`src/rtl/kfps2kb_command_tx.sv`:
```
// kfps2kb_command_tx
// Host-to-device PS/2 transmitter. Sends one command byte to the keyboard
// by inhibiting the bus, issuing request-to-send, then shifting the byte
// out LSB-first on device-generated falling clock edges. Odd parity and
// stop bits follow, and the device ACK is sampled on the final edge.
// Both pad outputs are open-drain low-enables (1 = pull low, 0 = release).
//
// Ports
//   clock                   system clock
//   reset_n                 asynchronous active-low reset
//   device_clock            PS/2 clock pad input (asynchronous)
//   device_data             PS/2 data pad input (asynchronous)
//   device_clock_drive_low  1 = pull PS/2 clock low
//   device_data_drive_low   1 = pull PS/2 data low
//   tx_data                 command byte, captured when a request is accepted
//   tx_request              start a transfer (accepted only while idle)
//   tx_busy                 high from the accept cycle until after tx_done
//   tx_done                 one-cycle pulse at the end of every transfer
//   tx_error                qualifies tx_done: no ACK or timeout
module kfps2kb_command_tx #(
  parameter logic [15:0] inhibit_time  = 16'd1000,
  parameter logic [15:0] start_timeout = 16'd20000,
  parameter logic [15:0] over_time     = 16'd1000
) (
  input  logic       clock,
  input  logic       reset_n,
  input  logic       device_clock,
  input  logic       device_data,
  output logic       device_clock_drive_low,
  output logic       device_data_drive_low,
  input  logic [7:0] tx_data,
  input  logic       tx_request,
  output logic       tx_busy,
  output logic       tx_done,
  output logic       tx_error
);

  typedef enum logic [3:0] {
    IDLE, INHIBIT, START, REQUEST, DATA, STOP, ACK, WAIT_IDLE, DONE
  } state_t;

  state_t      state, state_next;

  // Synchronisers; idle bus level is high, so they reset to 1 to avoid a
  // spurious falling edge when reset is released.
  logic        clk_s1, clk_s2, clk_s3;
  logic        data_s1, data_s2;
  logic        fall;

  logic [8:0]  shift_reg, shift_next;      // {parity, byte}, shifted out LSB first
  logic [3:0]  bit_count, bit_count_next;  // falling edges seen, 1..11
  logic [15:0] timer, timer_next, timer_inc;
  logic        ack_error, ack_next;        // sampled data at edge 11
  logic        result_error, err_next;
  logic        data_low_reg, data_low_next;
  logic        clk_low_reg;
  logic        busy_reg, done_reg, error_reg;

  assign fall = clk_s3 & ~clk_s2;

  assign device_clock_drive_low = clk_low_reg;
  assign device_data_drive_low  = data_low_reg;
  assign tx_busy                = busy_reg;
  assign tx_done                = done_reg;
  assign tx_error               = error_reg;

  // True on the last cycle before the timer reaches lim.
  function automatic logic reached(input logic [15:0] t, input logic [15:0] lim);
    return ({1'b0, t} + 17'd1) >= {1'b0, lim};
  endfunction

  always_comb begin
    state_next     = state;
    shift_next     = shift_reg;
    bit_count_next = bit_count;
    ack_next       = ack_error;
    err_next       = result_error;
    data_low_next  = data_low_reg;
    timer_inc      = (timer == 16'hFFFF) ? timer : timer + 16'd1;

    case (state)
      IDLE: begin
        data_low_next = 1'b0;
        if (tx_request) begin
          state_next     = INHIBIT;
          shift_next     = {~^tx_data, tx_data};
          bit_count_next = 4'd0;
          ack_next       = 1'b1;
          err_next       = 1'b0;
        end
      end
      INHIBIT: begin
        if (reached(timer, inhibit_time)) begin
          state_next    = START;
          data_low_next = 1'b1;   // data goes low together with START
        end
      end
      START: begin
        state_next = REQUEST;   // data stays low as the start bit
      end
      REQUEST: begin
        if (fall) begin
          state_next     = DATA;
          bit_count_next = 4'd1;
          data_low_next  = ~shift_reg[0];
          shift_next     = shift_reg >> 1;
        end else if (reached(timer, start_timeout)) begin
          state_next    = DONE;
          data_low_next = 1'b0;
          err_next      = 1'b1;
        end
      end
      DATA: begin
        if (fall) begin
          bit_count_next = bit_count + 4'd1;
          if (bit_count == 4'd9) begin
            // Edge 10: release data so the line floats high as the stop bit.
            state_next    = STOP;
            data_low_next = 1'b0;
          end else begin
            // Edges 2..9: remaining data bits, then parity.
            data_low_next = ~shift_reg[0];
            shift_next    = shift_reg >> 1;
          end
        end else if (reached(timer, over_time)) begin
          state_next    = DONE;
          data_low_next = 1'b0;
          err_next      = 1'b1;
        end
      end
      STOP: begin
        if (fall) begin
          bit_count_next = bit_count + 4'd1;
          ack_next       = data_s2;
          state_next     = ACK;
        end else if (reached(timer, over_time)) begin
          state_next = DONE;
          err_next   = 1'b1;
        end
      end
      ACK: begin
        err_next   = ack_error;
        state_next = WAIT_IDLE;
      end
      WAIT_IDLE: begin
        if (clk_s2 && data_s2) begin
          state_next = DONE;
        end else if (reached(timer, over_time)) begin
          state_next = DONE;
          err_next   = 1'b1;
        end
      end
      DONE: begin
        state_next = IDLE;
      end
      default: begin
        state_next    = IDLE;
        data_low_next = 1'b0;
      end
    endcase

    // Edges only restart the timer once the device owns the clock; the
    // host's own inhibit pulse also shows up as a synchronised fall.
    if ((state_next != state) ||
        (fall && (state inside {REQUEST, DATA, STOP, ACK, WAIT_IDLE})))
      timer_next = 16'd0;
    else
      timer_next = timer_inc;
  end

  always_ff @(posedge clock or negedge reset_n) begin
    if (!reset_n) begin
      state        <= IDLE;
      clk_s1       <= 1'b1;
      clk_s2       <= 1'b1;
      clk_s3       <= 1'b1;
      data_s1      <= 1'b1;
      data_s2      <= 1'b1;
      shift_reg    <= 9'd0;
      bit_count    <= 4'd0;
      timer        <= 16'd0;
      ack_error    <= 1'b0;
      result_error <= 1'b0;
      data_low_reg <= 1'b0;
      clk_low_reg  <= 1'b0;
      busy_reg     <= 1'b0;
      done_reg     <= 1'b0;
      error_reg    <= 1'b0;
    end else begin
      clk_s1       <= device_clock;
      clk_s2       <= clk_s1;
      clk_s3       <= clk_s2;
      data_s1      <= device_data;
      data_s2      <= data_s1;
      state        <= state_next;
      shift_reg    <= shift_next;
      bit_count    <= bit_count_next;
      timer        <= timer_next;
      ack_error    <= ack_next;
      result_error <= err_next;
      // Outputs are registered from the next state so they line up with it.
      data_low_reg <= data_low_next;
      clk_low_reg  <= (state_next == INHIBIT) || (state_next == START);
      busy_reg     <= (state_next != IDLE);
      done_reg     <= (state_next == DONE);
      error_reg    <= (state_next == DONE) && err_next;
    end
  end

endmodule

```
`config.mk`:
```
export PLATFORM = sky130hd
export DESIGN_NAME = kfps2kb_command_tx
export DESIGN_NICKNAME = d
export VERILOG_FILES = /design/src/rtl/kfps2kb_command_tx.sv
export SDC_FILE = /design/constraint.sdc
export NUM_CORES = 1
export LEC_CHECK = 0
export CORE_ASPECT_RATIO = 2
export CORE_MARGIN = 3
export CORE_UTILIZATION = 54
export CTS_CLUSTER_DIAMETER = 80
export DETAILED_ROUTE_END_ITERATION = 6
export GPL_TIMING_DRIVEN = 1
export PLACE_DENSITY_LB_ADDON = 0.1
export SLEW_MARGIN = 20
export SYNTH_ARGS = -nofsm -noshare
export SYNTH_HDL_FRONTEND = slang
export SYNTH_SLANG_ARGS = --single-unit
```
`constraint.sdc`:
```
create_clock -name clock -period 2.8 [get_ports clock]
set_clock_uncertainty 0.05 [all_clocks]
set_input_delay 0.56 -clock clock [delete_from_list [all_inputs] [get_ports clock]]
set_output_delay 0.56 -clock clock [all_outputs]
set_load 0.03 [all_outputs]
```
# Word level (Yosys, flattened, before mapping)
# Index checks and enable logic that the tools add are counted.
totals:
  ff_bits: 45
  inputBits: 13
  out_inout_bits: 5
  wordCells: 105
op_classes:
  addsub: 3
  magnitude_cmp: 2
  n_eq_ne: 24
  n_mux: 38
  bitwise_logic: 4
  n_reduce_logical: 18
op_table:
  columns: ["cell", "n"]
  rows:
  - ["two-way mux 4 bit", 12]
  - ["two-way mux 9 bit", 4]
  - ["two-way mux 16 bit", 2]
  - ["case mux 4 bit (8 select lines)", 1]
  - ["case mux 9 bit (3 select lines)", 1]
  - ["adder 16 x 1 -> 17 bit (second input constant)", 1]
  - ["greater-or-equal comparator 17 x 10 -> 1 bit (second input constant)", 1]
  - ["greater-or-equal comparator 17 x 15 -> 1 bit (second input constant)", 1]
  - ["adder 16 x 1 -> 16 bit (second input constant)", 1]
  - ["== test 16 bit (second input constant)", 1]
  - ["== test 4 x 3 -> 1 bit (second input constant)", 4]
  - ["two-way mux 1 bit", 14]
  - ["== test 4 x 2 -> 1 bit (second input constant)", 3]
  - ["== test 4 bit (second input constant)", 3]
  - ["inequality test 2 bit (second input constant)", 6]
  - ["case mux 4 bit (3 select lines)", 1]
  - ["== test 4 x 1 -> 1 bit (second input constant)", 2]
  - ["AND reduction 4 bit", 2]
  - ["XNOR reduction 8 bit", 1]
  - ["inequality test 3 bit (second input constant)", 2]
  - ["nonzero test 3 bit", 2]
  - ["case mux 1 bit (5 select lines)", 1]
  - ["AND reduction 5 bit", 1]
  - ["nonzero test 5 bit", 1]
  - ["other kinds (15)", 21]

# Logic depth before layout (Yosys ltp)
# Gate-level depths: netlist of run 1.
logic_depth:
  word_depth: 8
  mapped_depth: 11
  mapped_depth_nobuf: 9

# Least setup slack after synthesis of run 1
# OpenSTA, ideal clock, no wires.
synth_path:
  path_type: "register -> register"
  start: "register timer[0]"
  end: "register busy_reg (netlist: tx_busy)"
  setup_time_ns: 0.138
  arrival_time_ns: 2.737
  required_ns: 2.612
  slack_ns: -0.125
  stages_incl_launch_ff: 12
  n_path_buf: 2
  synth_period_minus_slack_ns: 2.925
  path_cell_list: "dfrtp_1 ha_1 buf_2 nand4_4 nor3b_2 mux2i_1 nand2b_4 a211oi_4 a211o_2 nand2_2 buf_6 or4_1"
synth_between:
  elab_chain_cells: 6
  word_cells_on_any_way: 12
  cone_classes: "1 x add/sub; 2 x order compare; 8 x mux; 1 x reduce/logical"
synth_rtl:
  columns: ["item", "line_no", "source"]
  rows:
  - ["from (decl)", "52", "logic [15:0] timer, timer_next, timer_inc;"]
  - ["from (signal assigned)", "198", "timer <= timer_next;"]
  - ["adder 16 x 1 -> 17 bit *", "69", "return ({1'b0, t} + 17'd1) >= {1'b0, lim};"]
  - ["greater-or-equal comparator 17 x 10 -> 1 bit or greater-or-equal comparator 17 x 15 -> 1 bit (tied branches)", "69", null]
  - ["two-way mux 4 bit (on tied branches) (2 in series)", null, null]
  - ["case mux 4 bit (8 select lines) *", "81", "case (state)"]
  - ["nonzero test 4 bit *", "204", "busy_reg <= (state_next != IDLE);"]
  - ["to (signal assigned)", "204", null]
  - ["to (decl)", "57", "logic busy_reg, done_reg, error_reg;"]
# Every way passes the cells marked *; elsewhere a longest branch is shown, timed or not.
# A chain may end at the register's enable or synchronous reset.

# Final worst setup path of run 1
layout_path:
  start: "register timer[1]"
  end: "register timer[3]"
layout_between:
  elab_chain_cells: 8
  word_cells_on_any_way: 18
  cone_classes: "2 x add/sub; 2 x order compare; 3 x eq/ne; 10 x mux; 1 x reduce/logical"
layout_rtl:
  columns: ["item", "line_no", "source"]
  rows:
  - ["adder 16 x 1 -> 17 bit", "69", null]
  - ["greater-or-equal comparator 17 x 10 -> 1 bit or greater-or-equal comparator 17 x 15 -> 1 bit (tied branches)", "69", null]
  - ["two-way mux 4 bit (on tied branches) (2 in series)", null, null]
  - ["case mux 4 bit (8 select lines)", "81", null]
  - ["inequality test 4 bit", "164", "if ((state_next != state) ||"]
  - ["logical OR 1 bit", "164", null]
  - ["inequality test 2 x 1 -> 1 bit (no source line) or two-way mux 16 bit (tied branches)", null, null]
# Several ways; a longest one is shown, not always the timed one. The select of a mux whose other input is x is not followed.

==> results.sh, run 1 <==
export IMPL_r2r_slack_ns=-0.03
export IMPL_wl_per_cell_microns=17.8
export IMPL_drv_cap=0
export IMPL_htreeDepth=2
export IMPL_start_util_pct=56.6
export IMPL_die_area_sq_mm=0.00641
export IMPL_slowest_delay_ns=0.39
export IMPL_failed_checks="setup timing"
export IMPL_power_leakage_nw=1.59
export IMPL_yosysSeqAreaShare_pct=38.6
export IMPL_period_share_pct=101
export IMPL_rows=37
export IMPL_worst_path_buf_inv=3
export IMPL_syn_nets=332
export IMPL_fmax_mhz=353
export IMPL_numCtsBuffers=5
export IMPL_fin_area_sq_mm=0.00380
export IMPL_cp_slowest_cell="dfrtp_1"
export IMPL_ios=18
export IMPL_root_buffer="clkbuf_8"
export IMPL_mostFrequentLayoutCells="buf_4, dfrtp_1, nand2_1"
export IMPL_drive_above_1_share_pct=30.6
export IMPL_rsz0062_at_grt="true"
export IMPL_ir_worst_vdd_mv=0.615
export IMPL_antenna_found_initial=0
export IMPL_p_per_area_mw_per_mm2=743
export IMPL_synth_ff_type="dfrtp_1"
export IMPL_crit_type="reg2reg"
export IMPL_path_cells="buf_4 -> nand4_1 -> buf_4 -> o31a_1 -> o22a_1 -> a311oi_2 -> o211a_1 -> nor2_1 -> o31a_1 -> buf_12 -> a2111oi_2"
export IMPL_worst_path_max_fanout=16
export IMPL_fin_setup_tns_ns=-0.0911
export IMPL_placed_cell_area_sq_mm=0.00349
export IMPL_relSlewSlack_pct=66.1
export IMPL_grt_pass1_vias=2808
export IMPL_cts_path_max_buffers=2
export IMPL_io_buffers=17
export IMPL_synthCells=315
export IMPL_start_kind="flip-flop"
export IMPL_fp_dieH_microns=110
export IMPL_outcome="finished with violations"
export IMPL_yosysWarnings=0
export IMPL_cts_tree="yes"
export IMPL_grt_pass1_wl_microns=12700
export IMPL_ys_async_sr_fraction_pct=100
export IMPL_fp_dieW_microns=58.1
export IMPL_fin_ws_ns=-0.0343
export IMPL_firstDrtPassIters=4
export IMPL_diodes=0
export IMPL_final_hold_viol_count=0
export IMPL_ant_nets=0
export IMPL_clk_pin_slew_ns=0.09
export IMPL_clkSinkCount=45
export IMPL_gr_usage_all_layers_pct=25.8
export IMPL_maxSlewViolCount=0
export IMPL_drcViolationCount=0
export IMPL_fin_crit_ns=2.83
export IMPL_core_area_sq_mm=0.00518
export IMPL_cpLargestDelayFamily="compound AO/OA/AOI/OAI gates"
export IMPL_ys_seq_elements=45
export IMPL_critPathRequiredTime_ns=2.93
export IMPL_area_growth_pct=29.4
export IMPL_tightest_slew_ns=0.507
export IMPL_via_per_inst=6.24
export IMPL_netlist_area_sq_mm=0.00294
export IMPL_insertion_delay_ns=0.30
export IMPL_fin_nets=395
export IMPL_synth_edff_count=0
export IMPL_critPathArrivalTime_ns=2.96
export IMPL_grt_max_degree=25
export IMPL_hold_class="in2async"
export IMPL_holdBufCountCts=0
export IMPL_nFillCells=390
export IMPL_route_vias_total=2726
export IMPL_yosysUniqueCellTypes=64
export IMPL_drtIter0Drc=124
export IMPL_largest_reg_flops=16
export IMPL_hpwl_microns=5810
export IMPL_avgSynthCellArea_sq_um=9.32
export IMPL_drt_wl_total_microns=7800
export IMPL_place_gp_congestion=0.969
export IMPL_endpoint_kind="flip-flop"
export IMPL_final_common_cell="buf_4"
export IMPL_overflow=0
export IMPL_setup_violations=6
cell type report:
type	count	area (sq um)	share of cell area [%]
Clock buffer	6	72.6	1.91
Tap cell	58	72.6	1.91
Inverter	3	11.3	0.296
Multi-Input combinational cell	246	1830	48.3
Sequential cell	45	1140	29.9
Timing Repair Buffer	77	662	17.4
Clock inverter	2	10.0	0.264
routing by layer:
metal / up-vias / global-route usage (%) / share of wire, %
li1: 1294 / - / -
met1: 1333 / 24.5 / 33
met2: 69 / 51.1 / 58
met3: 30 / 2.68 / 2.4
met4: 0 / 14.9 / 5.8
met5: - / 0 / 0
cells in the mapped netlist (all sizes together), types with 4 or more instances:
cell type  number  area share (%)
a2111oi        12             5.1
nand4           6             1.8
ha              4             1.7
dfstp           5             4.5
clkbuf         11             1.4
xor2            4             1.2
and3            5             1.1
nor4            9             3.2
a21o            4             1.0
buf            10             2.3
nor2           27             3.5
dfrtp          40              34
nor3            9             1.5
nand2b          7             1.7
nand3          11             2.2
xnor2          11             3.3
a211oi          4             1.4
a31oi           4            0.85
a21oi          11             1.9
nand2          32             4.2
o21ai          28             4.8
mux2i          12             4.1
or3             4            0.85
final timing paths:
check,cells past startpoint,from,to
min reg2reg,0,data_s1$_DFF_PN1_,data_s2$_DFF_PN1_
max,11,timer[1]$_DFFE_PN0P_,timer[3]$_DFFE_PN0P_
max reg2reg,11,timer[1]$_DFFE_PN0P_,timer[3]$_DFFE_PN0P_
min,1,reset_n,timer[7]$_DFFE_PN0P_
min in group clock,0,data_s1$_DFF_PN1_,data_s2$_DFF_PN1_
max in group asynchronous,2,reset_n,clk_s3$_DFF_PN1_
stage by stage:
stage	setup slack, ns	std cells	power (W)	util [%]	hold WS, ns
after floorplan	0.00293	315	0.00185	-	0.214
after global placement	-0.0615	421	0.00229	67.3	0.297
after detailed placement	-0.143	421	0.00232	67.3	0.297
after CTS	-0.00280	433	0.00276	70.9	0.173
after global routing	-0.182	437	0.00304	73.3	0.186
final	-0.0343	437	0.00282	73.3	0.167
timing repair:
action / 4_1_cts / 5_1_grt
endpoints found under the setup margin: 19 / 19
cloned: 0 / 1
pin swaps: 7 / 3
setup buffers: 4 / 3
resized for setup: 21 / 13
report_power, final:
part           switching [W]  leakage [nW]  internal (W)  total (W)
sequential          0.000132         0.565      0.000816   0.000947
clock               0.000209        0.0450      0.000173   0.000382
combinational       0.000865         0.976      0.000630    0.00149
total                0.00121          1.59       0.00162    0.00282
logic make-up after synthesis:
kind of cell,count (synthesis),share of synthesized area [%]
xor+xnor,15,4.47
fa+ha+maj,4,1.70
mux,13,4.47
compound gates,88,22.4
simple gates,126,24.4
flops,45,38.6
buf+inv,24,4.05
(Power assumes the default switching activity.)
==> inputs of run 2 (changes only) <==
==> constraint.sdc (replaced) <==
create_clock -name clock -period 2.8 [get_ports clock]
set_clock_uncertainty 0.05 [all_clocks]
set_input_delay 0.42 -clock clock [delete_from_list [all_inputs] [get_ports clock]]
set_output_delay 0.42 -clock clock [all_outputs]
set_load 0.03 [all_outputs]
==> run 2 against run 1 <==
  * Sequential share of layout area decreased by 1.2 points
  * Critical path type unchanged
  * Register-to-register slack got worse by 0.11 ns
  * Clock-buffer cell count grew 2
  * Setup slack worse by 0.11 ns
  * Die area did not move
  * Global-route usage rose by 0.53 points
  * Utilization rose by 3.1 points
  * The run still ends with setup timing left
  * Non-clock buffer count up 4
  * Sequential power up 0.5%
  * Via count grew 2.1%
  * Final cell count increased by 0.92%
  * Hold slack worse by 0.15 ns
==> results.sh, run 2 (synthesis results as in run 1) <==
export IMPL_fp_dieH_microns=110
export IMPL_maxSlewViolCount=0
export IMPL_path_cells="nand4_1 -> buf_4 -> nor4_2 -> nor2_1 -> a2111oi_4 -> a211oi_4 -> buf_4 -> mux2i_4 -> o21ba_1 -> or4_1"
export IMPL_crit_end="tx_busy$_DFF_PN0_"
export IMPL_numCtsBuffers=5
export IMPL_rsz0062_at_grt="true"
export IMPL_largest_reg_flops=16
export IMPL_grt_pass1_wl_microns=12700
export IMPL_hold_class="in2async"
export IMPL_r2r_cells=10
export IMPL_grt_max_degree=24
export IMPL_cts_path_max_buffers=2
export IMPL_multi_input_area_sq_mm=0.00196
export IMPL_die_area_sq_mm=0.00641
export IMPL_io_buffers=17
export IMPL_placed_cells_incl_taps=423
export IMPL_start_util_pct=56.6
export IMPL_tightest_slew_ns=0.644
export IMPL_antenna_found_initial=0
export IMPL_hpwl_microns=5700
export IMPL_insertion_delay_ns=0.31
export IMPL_fin_nets=399
export IMPL_core_area_sq_mm=0.00518
export IMPL_start_kind="flip-flop"
export IMPL_ir_worst_vdd_mv=0.604
export IMPL_clkSinkCount=45
export IMPL_whs_ns=0.0181
export IMPL_gr_usage_all_layers_pct=26.4
export IMPL_seqCellArea_sq_mm=0.00114
export IMPL_wl_per_cell_microns=18.2
export IMPL_p_switching_w=0.00129
export IMPL_power_leakage_nw=1.62
export IMPL_final_common_cell="buf_4"
export IMPL_endpoint_kind="flip-flop"
export IMPL_drv_cap=0
export IMPL_fin_ws_ns=-0.146
export IMPL_ant_nets=0
export IMPL_r2r_start="timer[3]$_DFFE_PN0P_"
export IMPL_fmax_mhz=339
export IMPL_critPathRequiredTime_ns=2.92
export IMPL_rows=37
export IMPL_fin_crit_ns=2.95
export IMPL_fp_dieW_microns=58.1
export IMPL_combPwrFrac_pct=54.5
export IMPL_cp_slowest_cell="or4_1"
export IMPL_cpMostUsedCell="buf_4"
export IMPL_rr_endpoint="tx_busy$_DFF_PN0_"
export IMPL_area_growth_pct=34.8
export IMPL_route_vias_total=2783
export IMPL_failed_checks="setup timing"
export IMPL_final_hold_viol_count=0
export IMPL_diodes=0
export IMPL_via_per_inst=6.31
export IMPL_switching_share_pct=43.1
export IMPL_drtIter0Drc=125
export IMPL_p_int_w=0.00170
export IMPL_ios=18
export IMPL_grt_pass1_vias=2748
export IMPL_drcViolationCount=0
export IMPL_outcome="finished with violations"
export IMPL_overflow=0
export IMPL_htreeDepth=2
export IMPL_relSlewSlack_pct=57.0
export IMPL_crit_type="reg2reg"
export IMPL_critPathArrivalTime_ns=3.06
export IMPL_startpoint="timer[3]$_DFFE_PN0P_"
export IMPL_firstDrtPassIters=5
export IMPL_drive_above_1_share_pct=32.6
export IMPL_sequentialPowerShare_pct=31.8
export IMPL_place_gp_congestion=0.898
export IMPL_drt_wl_total_microns=8010
export IMPL_fin_cells=441
export IMPL_mostFrequentLayoutCells="buf_4, dfrtp_1, nand2_1"
export IMPL_setup_violations=2
export IMPL_worst_path_max_fanout=6
export IMPL_power_frac_clock_pct=13.7
export IMPL_p_per_area_mw_per_mm2=756
export IMPL_clk_pin_slew_ns=0.09
export IMPL_cts_tree="yes"
export IMPL_r2r_slack_ns=-0.15
export IMPL_root_buffer="clkbuf_8"
export IMPL_period_share_pct=105
export IMPL_nFillCells=384
export IMPL_slowest_delay_ns=0.49
==> run 2: final cells by class <==
class	count	share of cell area, %
Clock buffer	8	2.28
Inverter	3	0.284
Multi-Input combinational cell	246	49.6
Sequential cell	45	28.7
Tap cell	58	1.83
Timing Repair Buffer	81	17.4
==> run 2: how the worst min path moves through the flow <==
stage	startpoint	endpoint	slack (ns)
after CTS	reset_n	shift_reg[7]$_DFFE_PN0P_	0.02
after global placement	data_s1$_DFF_PN1_	data_s2$_DFF_PN1_	0.30
after detailed placement	clk_s1$_DFF_PN1_	clk_s2$_DFF_PN1_	0.30
final	reset_n	shift_reg[7]$_DFFE_PN0P_	0.02
after global routing	reset_n	bit_count[0]$_DFFE_PN0P_	0.05
after floorplan	reset_n	ack_error$_DFFE_PN0P_	0.07
==> run 2: worst max-delay path, delay by kind of cell, from the launching register on <==
kind / cells / cell delay (ns)
flip-flops: 1 / 0.48
multiplexers: 1 / 0.18
AND/OR/NAND/NOR: 4 / 1.14
AO/OA/AOI/OAI: 3 / 0.60
buffers and inverters: 2 / 0.36
==> run 2: timing repair <==
item	4_1_cts	5_1_grt
resized for setup	19	30
hold buffers	0	0
gates cloned	0	1
setup buffers	5	6
endpoints found under the setup margin	18	20
pin swaps	8	10
==> run 2: layer usage <==
layer  track usage (%)  up-vias  wire length (microns)
li1                  -     1302                      -
met1              24.6     1337                   2730
met4              17.2        0                    520
met2              50.6       99                   4530
met5                 0        -                      0
met3              4.08       45                    237
==> run 2: through the flow <==
step	instance area (sq um)	util (%)	setup TNS, ns	setup WS, ns	total power (W)
6_report	3960	76.4	-0.153	-0.146	0.00299
5_1_grt	3960	76.4	-2.55	-0.229	0.00320
4_1_cts	3700	71.3	-0.0529	-0.0210	0.00282
3_5_place_dp	3490	67.4	-1.46	-0.239	0.00231
3_3_place_gp	3490	67.4	-0.669	-0.202	0.00228
2_1_floorplan	2950	-	0	0.00293	0.00185
==> run 2: power groups by stage <==
stage | registers [W] | logic, W | clock network [W]
6_report | 0.000952 | 0.00163 | 0.000411
5_1_grt | 0.000963 | 0.00178 | 0.000454
4_1_cts | 0.000948 | 0.00144 | 0.000424
2_1_floorplan | 0.000946 | 0.000903 | 0
3_3_place_gp | 0.000946 | 0.00133 | 0
3_5_place_dp | 0.000952 | 0.00136 | 0
==> inputs of run 3 (changes only) <==
GPL_TIMING_DRIVEN = default   (was 1)
==> results of run 3 <==
Final layout, timing and power as in run 2 (identical DEF).
